File: src/rtl/pwm_capture.sv
// pwm_capture: measures period and high time of an asynchronous PWM input in clk cycles.
// Define PWM_CAP_IRQ_EN to add the irq output and the CTRL.IE bit.
module pwm_capture #(
  parameter int unsigned SYNC_STAGES = 2,
  parameter int unsigned CNT_W       = 16
) (
  input  logic       clk,
  input  logic       rst,
  input  logic       wen,
  input  logic [3:0] addr,
  input  logic [7:0] wdata,
  output logic [7:0] rdata,
  input  logic       pwm_in
`ifdef PWM_CAP_IRQ_EN
  ,
  output logic       irq
`endif
);

  localparam logic [CNT_W-1:0] CNT_MAX = '1;
  localparam logic [CNT_W-1:0] CNT_ONE = {{(CNT_W-1){1'b0}}, 1'b1};

  typedef enum logic [1:0] {
    ST_IDLE,
    ST_ARM,
    ST_HIGH,
    ST_LOW
  } state_t;

  state_t state_q, state_d;

  logic [SYNC_STAGES-1:0] sync_q;
  logic                   prev_q;
  logic                   s, rise, fall;

  logic [CNT_W-1:0] cnt_q, cnt_d;
  logic [CNT_W-1:0] high_acc_q, high_acc_d;
  logic [CNT_W-1:0] per_q, high_q;

  logic en_q, freeze_q;
`ifdef PWM_CAP_IRQ_EN
  logic ie_q;
`endif
  logic vld_q, tmo_q, ovr_q;

  logic commit, tmo_hit, tmo_stuck_high;
  logic ctrl_wr, stat_wr;
  logic vld_clr, tmo_clr, ovr_clr;

  logic [15:0] per16, high16;
  logic        unused_wdata;

  assign unused_wdata = ^wdata[7:3];

  assign s    = sync_q[SYNC_STAGES-1];
  assign rise = s & ~prev_q;
  assign fall = ~s & prev_q;

  assign ctrl_wr = wen && (addr == 4'h8);
  assign stat_wr = wen && (addr == 4'h9);
  assign vld_clr = stat_wr & wdata[0];
  assign tmo_clr = stat_wr & wdata[1];
  assign ovr_clr = stat_wr & wdata[2];

  always_ff @(posedge clk) begin
    if (rst) begin
      sync_q <= '0;
      prev_q <= 1'b0;
    end else begin
      sync_q <= {sync_q[SYNC_STAGES-2:0], pwm_in};
      prev_q <= s;
    end
  end

  always_ff @(posedge clk) begin
    if (rst) begin
      state_q    <= ST_IDLE;
      cnt_q      <= '0;
      high_acc_q <= '0;
    end else begin
      state_q    <= state_d;
      cnt_q      <= cnt_d;
      high_acc_q <= high_acc_d;
    end
  end

  // cnt keeps running across the falling edge so that at the next rise it holds the full period
  always_comb begin
    state_d        = state_q;
    cnt_d          = cnt_q;
    high_acc_d     = high_acc_q;
    commit         = 1'b0;
    tmo_hit        = 1'b0;
    tmo_stuck_high = 1'b0;
    if (!en_q) begin
      state_d = ST_IDLE;
      cnt_d   = '0;
    end else begin
      unique case (state_q)
        ST_IDLE: state_d = ST_ARM;
        ST_ARM: begin
          if (rise) begin
            cnt_d   = CNT_ONE;
            state_d = ST_HIGH;
          end
        end
        ST_HIGH: begin
          if (fall) begin
            high_acc_d = cnt_q;
            cnt_d      = (cnt_q == CNT_MAX) ? cnt_q : cnt_q + 1'b1;
            state_d    = ST_LOW;
          end else if (cnt_q == CNT_MAX) begin
            tmo_hit        = 1'b1;
            tmo_stuck_high = 1'b1;
            cnt_d          = '0;
            state_d        = ST_ARM;
          end else begin
            cnt_d = cnt_q + 1'b1;
          end
        end
        ST_LOW: begin
          if (rise) begin
            commit  = 1'b1;
            cnt_d   = CNT_ONE;
            state_d = ST_HIGH;
          end else if (cnt_q == CNT_MAX) begin
            tmo_hit = 1'b1;
            cnt_d   = '0;
            state_d = ST_ARM;
          end else begin
            cnt_d = cnt_q + 1'b1;
          end
        end
        default: state_d = ST_IDLE;
      endcase
    end
  end

  always_ff @(posedge clk) begin
    if (rst) begin
      en_q     <= 1'b0;
      freeze_q <= 1'b0;
`ifdef PWM_CAP_IRQ_EN
      ie_q     <= 1'b0;
`endif
    end else if (ctrl_wr) begin
      en_q     <= wdata[0];
      freeze_q <= wdata[1];
`ifdef PWM_CAP_IRQ_EN
      ie_q     <= wdata[2];
`endif
    end
  end

  // A clear of VLD in the commit cycle means software has consumed the old result: no overrun
  always_ff @(posedge clk) begin
    if (rst) begin
      vld_q <= 1'b0;
      tmo_q <= 1'b0;
      ovr_q <= 1'b0;
    end else begin
      vld_q <= commit | (vld_q & ~vld_clr);
      tmo_q <= tmo_hit | (tmo_q & ~tmo_clr);
      ovr_q <= (commit & vld_q & ~vld_clr) | (ovr_q & ~ovr_clr);
    end
  end

  always_ff @(posedge clk) begin
    if (rst) begin
      per_q  <= '0;
      high_q <= '0;
    end else if (!freeze_q) begin
      if (commit) begin
        per_q  <= cnt_q;
        high_q <= high_acc_q;
      end else if (tmo_hit) begin
        per_q  <= '0;
        high_q <= tmo_stuck_high ? CNT_MAX : '0;
      end
    end
  end

`ifdef PWM_CAP_IRQ_EN
  always_ff @(posedge clk) begin
    if (rst) irq <= 1'b0;
    else     irq <= ie_q & (vld_q | tmo_q);
  end
`endif

  always_comb begin
    per16               = '0;
    high16              = '0;
    per16[CNT_W-1:0]    = per_q;
    high16[CNT_W-1:0]   = high_q;
    rdata               = '0;
    unique case (addr)
      4'h0: rdata = per16[7:0];
      4'h1: rdata = per16[15:8];
      4'h4: rdata = high16[7:0];
      4'h5: rdata = high16[15:8];
`ifdef PWM_CAP_IRQ_EN
      4'h8: rdata = {5'b0, ie_q, freeze_q, en_q};
`else
      4'h8: rdata = {6'b0, freeze_q, en_q};
`endif
      4'h9: rdata = {5'b0, ovr_q, tmo_q, vld_q};
      default: rdata = '0;
    endcase
  end

endmodule

File: config.mk
export PLATFORM = sky130hd
export DESIGN_NAME = pwm_capture
export DESIGN_NICKNAME = d
export VERILOG_FILES = /design/src/rtl/pwm_capture.sv
export SDC_FILE = /design/constraint.sdc
export NUM_CORES = 1
export LEC_CHECK = 0
export CELL_PAD_IN_SITES_DETAIL_PLACEMENT = 1
export CELL_PAD_IN_SITES_GLOBAL_PLACEMENT = 1
export CORE_ASPECT_RATIO = 0.75
export CORE_MARGIN = 3
export CORE_UTILIZATION = 50
export CTS_BUF_LIST = sky130_fd_sc_hd__clkbuf_4
export CTS_CLUSTER_SIZE = 28
export DETAILED_ROUTE_END_ITERATION = 10
export PLACE_DENSITY_LB_ADDON = 0.1
export SKIP_LAST_GASP = 1
export SLEW_MARGIN = 10
export SYNTH_ARGS = -nofsm -noshare
export SYNTH_HDL_FRONTEND = slang
export SYNTH_SLANG_ARGS = --single-unit
File: constraint.sdc
create_clock -name clk -period 5.6 [get_ports clk]
set_input_delay 0.84 -clock clk [delete_from_list [all_inputs] [get_ports clk]]
set_output_delay 0.84 -clock clk [all_outputs]
set_load 0.01 [all_outputs]
==> Yosys cells after proc, flatten, opt, wreduce, memory -nomap -nowiden <==
Index checks and enable logic that the tools add are counted.
{ "classes": {"n_addsub": 1, "eq_ne": 11, "n_mux": 27, "bitwise_logic": 20, "n_reduce_logical": 10} }
{ "ops": {"columns": ["operator", "n"], "rows": [
  ["16-bit 2-to-1 mux", 10],
  ["16-bit one-hot mux with 3 select lines", 1],
  ["8-bit one-hot mux with 6 select lines", 1],
  ["16-bit by 1-bit adder with 16-bit output (second input constant)", 1],
  ["16-bit == test (second input constant)", 1],
  ["1-bit bitwise AND", 10],
  ["1-bit 2-to-1 mux", 9],
  ["4-bit by 3-bit == test with 1-bit output (second input constant)", 2],
  ["4-bit == test (second input constant)", 2],
  ["2-bit 2-to-1 mux", 4],
  ["2-bit one-hot mux with 4 select lines", 1],
  ["1-bit inverter", 7],
  ["3-bit AND reduction", 2],
  ["2-bit == test (second input constant)", 2],
  ["4-bit by 1-bit == test with 1-bit output (second input constant)", 1],
  ["4-bit logical NOT", 1],
  ["3-bit inequality test (second input constant)", 1],
  ["1-bit bitwise OR", 3],
  ["3-bit nonzero test", 1],
  ["2-bit by 1-bit == test with 1-bit output (second input constant)", 1],
  ["1-bit logical AND", 2],
  ["2-bit logical NOT", 1],
  ["2-bit inequality test (second input constant)", 1],
  ["1-bit one-hot mux with 2 select lines", 1],
  ["other kinds (3)", 3]
]} }
{ "word_totals": {"register_bits": 74, "input_bits": 16, "output_inout_bits": 8, "elab_cells": 81} }

==> Logic depth before layout (Yosys ltp) <==
{ "logic_depth": {"ltp_word": 8, "ltp_mapped": 8, "mapped_depth_nobuf": 6} }

==> Least setup slack after synthesis <==
No wires, ideal clock.
{ "synth_timing": {"kind": "input -> output", "start": "input port addr[0]", "end": "output port rdata[0]", "arrival_time_ns": 2.041, "required_time_ns": 4.760, "setup_slack_ns": 2.719, "stages": 7, "n_path_buf": 2, "cell_sequence": "clkbuf_1 clkbuf_1 and3_1 a21oi_1 o22ai_1 a21oi_1 nor2_1"} }
{ "synth_via": {"elab_chain_cells": 2, "elab_cells_between_ends": 7, "classes_between": "eq/ne: 5; mux: 1; reduce/logical: 1"} }
{ "synth_lines": {"columns": ["item", "line", "source"], "rows": [
  ["start: declaration", "10", "input logic [3:0] addr,"],
  ["4-bit == test (tied with other cells)", "196", "unique case (addr)"],
  ["8-bit one-hot mux with 6 select lines (*)", "196", null],
  ["end: declaration", "12", "output logic [7:0] rdata,"]
]} }
Mark *: on every way between the ends. The rest lies on a longest branch, timed or not.

==> Final worst setup path <==
{ "layout_timing": {"start": "input port addr[0]", "end": "output port rdata[4]"} }
The elaborated chain is that of the path after synthesis.

==> results.yml <==
pwr:
  powerDensity_nw_per_um2: 234
  p_leak_nw: 1.07
  peakVddDrop_uv: 135
synthesis:
  synth_top_cell_by_area: "dfxtp_1"
  synthFlopType: "dfxtp_1"
  ys_seq_area_share_pct: 42.0
  syn_avg_cell_area_um2: 8.39
  synth_cells: 421
  ys_async_sr_fraction_pct: 0
  synth_seq_cells: 74
  synth_area_leaders: "dfxtp_1 42%, a21oi_1 8.6%, nand2_1 8.0%"
  synth_edf_count: 0
  synthDistinctLibCells: 49
  yosys.area.top_type_share_pct: 42.0
  syn_area_um2: 3530
  yosysWarnings: 0
  synth_fp_nets: 438
hold_path:
  hold-path-endpoint: "sync_q[1]"
  min_from: "sync_q[0]"
  hold_path_depth: 1
  hold_class: "reg -> reg"
route:
  vias_per_cell: 6.37
  vias: 3232
  firstDrtPassIters: 5
  wl_per_cell_um: 20.5
  ant_nets: 0
  drtIter0Drc: 213
  drcViolationCount: 0
  drt_wl_total_um: 10400
layout:
  antenna_cells: 0
  design_area_um2: 3830
  n_fill_cell: 807
  syn_to_final_growth_pct: 8.61
  final_common_cell: "nand2_1"
  final_cell_mix: "75 x nand2_1, 74 x dfxtp_1, 61 x a21oi_1"
  seqCellArea_um2: 1480
  multi_input_area_um2: 1870
  nets: 438
  layout-drive-gt1-share_pct: 10.8
worst_setup_path:
  crit_buf_inv: 2
  cp-end-kind: "primary output"
  startpoint_type: "primary input"
  slowest_stage: "clkdlybuf4s50_1"
  r2r_slack_ns: 2.44
  r2r-end: "high16[6]"
  cpLargestDelayFamily: "buffers and inverters"
  critPathMaxFanout: 16
  crit_required_ns: 4.76
  crit_arrival_ns: 3.17
  cp_slowest_stage_delay_ns: 1.00
  r2r-start: "cnt_q[0]"
  path_cells: "clkdlybuf4s50_1 -> mux4_2 -> nor3b_1 -> clkdlybuf4s50_1"
  worst_r2r_path_depth: 8
  crit_type: "in -> out"
  crit_path_frequent_cell: "clkdlybuf4s50_1"
global_route:
  grt_overflow_total: 0
  grt.total_usage_pct: 27.3
  grt_pass1_wl_um: 17100
  grt_max_degree: 58
  grt_pass1_vias: 3310
  antenna_found_initial: 0
placement:
  dp_hpwl_um: 7020
  placed_area_um2: 3700
  gp_congestion: 0.830
  port-buffer-count: 18
timing:
  rsz0062_at_grt: "false"
  fmax_mhz: 250
  fin_setup_tns_ns: 0
  fin_crit_ns: 4.01
  finClkSkew_ns: 0.00750
  post-route-period-util_pct: 71.5
  setup_violations: 0
  hold_viol: 0
  drv_slew: 0
  worst_pin_slew_ns: 1.19
  relSlewSlack_pct: 20.4
run:
  drv_cap: 0
run_status:
  status: "finished, final reports clean"
floorplan:
  die_y_um: 78.8
  initial_core_util_pct: 53.8
  num_rows: 25
  fp.dieArea_um2: 8120
  io_pins: 24
  core_area_um2: 6570
  die_w_um: 103
clocking:
  cts_buffers: 9
  insertion_delay_ns: 0.43
  cts.path.max_buffers: 2
  clock-sinks: 74
  post_cts.repair.setup_buffers: 0
  ctsRootBufferMaster: "clkbuf_4"
  ctsResizeCount: 0
  path_clk_slew_ns: 0.12
  htreeDepth: 3
  cts_tree: "built"
  cts_hold_buf: 0
## per-stage QoR
stage / hold WS (ns) / setup WS (ns) / cells / utilization [%] / power [W]
finish: 0.457 / 1.59 / 507 / 58.4 / 0.000896
floorplan: 0.414 / 2.72 / 421 / - / 0.000558
global placement: 0.420 / 1.66 / 491 / 56.3 / 0.000569
CTS: 0.460 / 1.61 / 507 / 58.4 / 0.000901
detailed placement: 0.429 / 1.62 / 491 / 56.3 / 0.000570
global route: 0.484 / 1.49 / 507 / 58.4 / 0.000928
## layout make-up
cell class | count | share of cell area [%]
Clock buffer | 9 | 1.76
Clock inverter | 7 | 1.83
Inverter | 8 | 0.783
Multi-Input combinational cell | 305 | 48.8
Sequential cell | 74 | 38.6
Tap cell | 81 | 2.64
Timing Repair Buffer | 23 | 5.55
## cells in the mapped netlist (2+ instances only)
| cell | number |
|---|---|
| a311oi_2 | 10 |
| o21ai_0 | 19 |
| nor4_1 | 6 |
| a21oi_1 | 61 |
| or2_2 | 2 |
| and3b_1 | 2 |
| and3_1 | 2 |
| inv_1 | 8 |
| nor3b_1 | 5 |
| xnor2_1 | 11 |
| o31ai_1 | 2 |
| nor2_1 | 34 |
| nand3_1 | 6 |
| mux4_2 | 5 |
| buf_2 | 6 |
| nor2b_1 | 6 |
| a211o_1 | 2 |
| nor3_1 | 5 |
| nor4_2 | 2 |
| a211oi_1 | 8 |
| mux2i_1 | 7 |
| nand2b_1 | 2 |
| dfxtp_1 | 74 |
| clkbuf_1 | 25 |
| nand4_1 | 8 |
| a311oi_1 | 6 |
| nand2_1 | 75 |
## kinds of logic after synthesis
logic type	after synthesis	share of synthesized area, %
DFF	74	42.0
AOI/OAI and AO/OA	118	22.6
and+or+nand+nor	163	22.1
xor gates and xnor gates	11	2.73
buffers and inverters	42	5.03
adders and majority gates	1	0.354
muxes	12	5.17
## worst max path at each step
stage | startpoint | to | slack (ns) | depth (start not counted)
floorplan | addr[0] | rdata[0] | 2.72 | 7
global placement | addr[0] | rdata[4] | 1.66 | 4
detailed placement | addr[0] | rdata[4] | 1.62 | 4
CTS | addr[0] | rdata[4] | 1.61 | 4
global route | addr[2] | rdata[0] | 1.49 | 7
finish | addr[0] | rdata[4] | 1.59 | 4
## sequential cells by signal (all words and copies together) (netlist names), 2 cells and up
name and flops:
cnt_q 16, high16 16, high_acc_q 16, per16 16, state_q 2, sync_q 2
## metal layers
layer  routed length [µm]  vias to the layer above  track usage, %
met5                    0                        -               0
li1                     -                     1499               -
met1                 4890                     1640            37.1
met4                  120                        0            6.99
met3                  400                       12            5.36
met2                 4970                       81            44.4
## power breakdown
group	switching [W]	internal, W	leakage, nW
combinational	0.0000184	0.0000114	0.402
sequential	0.000000918	0.000527	0.596
clock	0.000203	0.000135	0.0757
No activity file was read; power rests on OpenSTA's default activity.
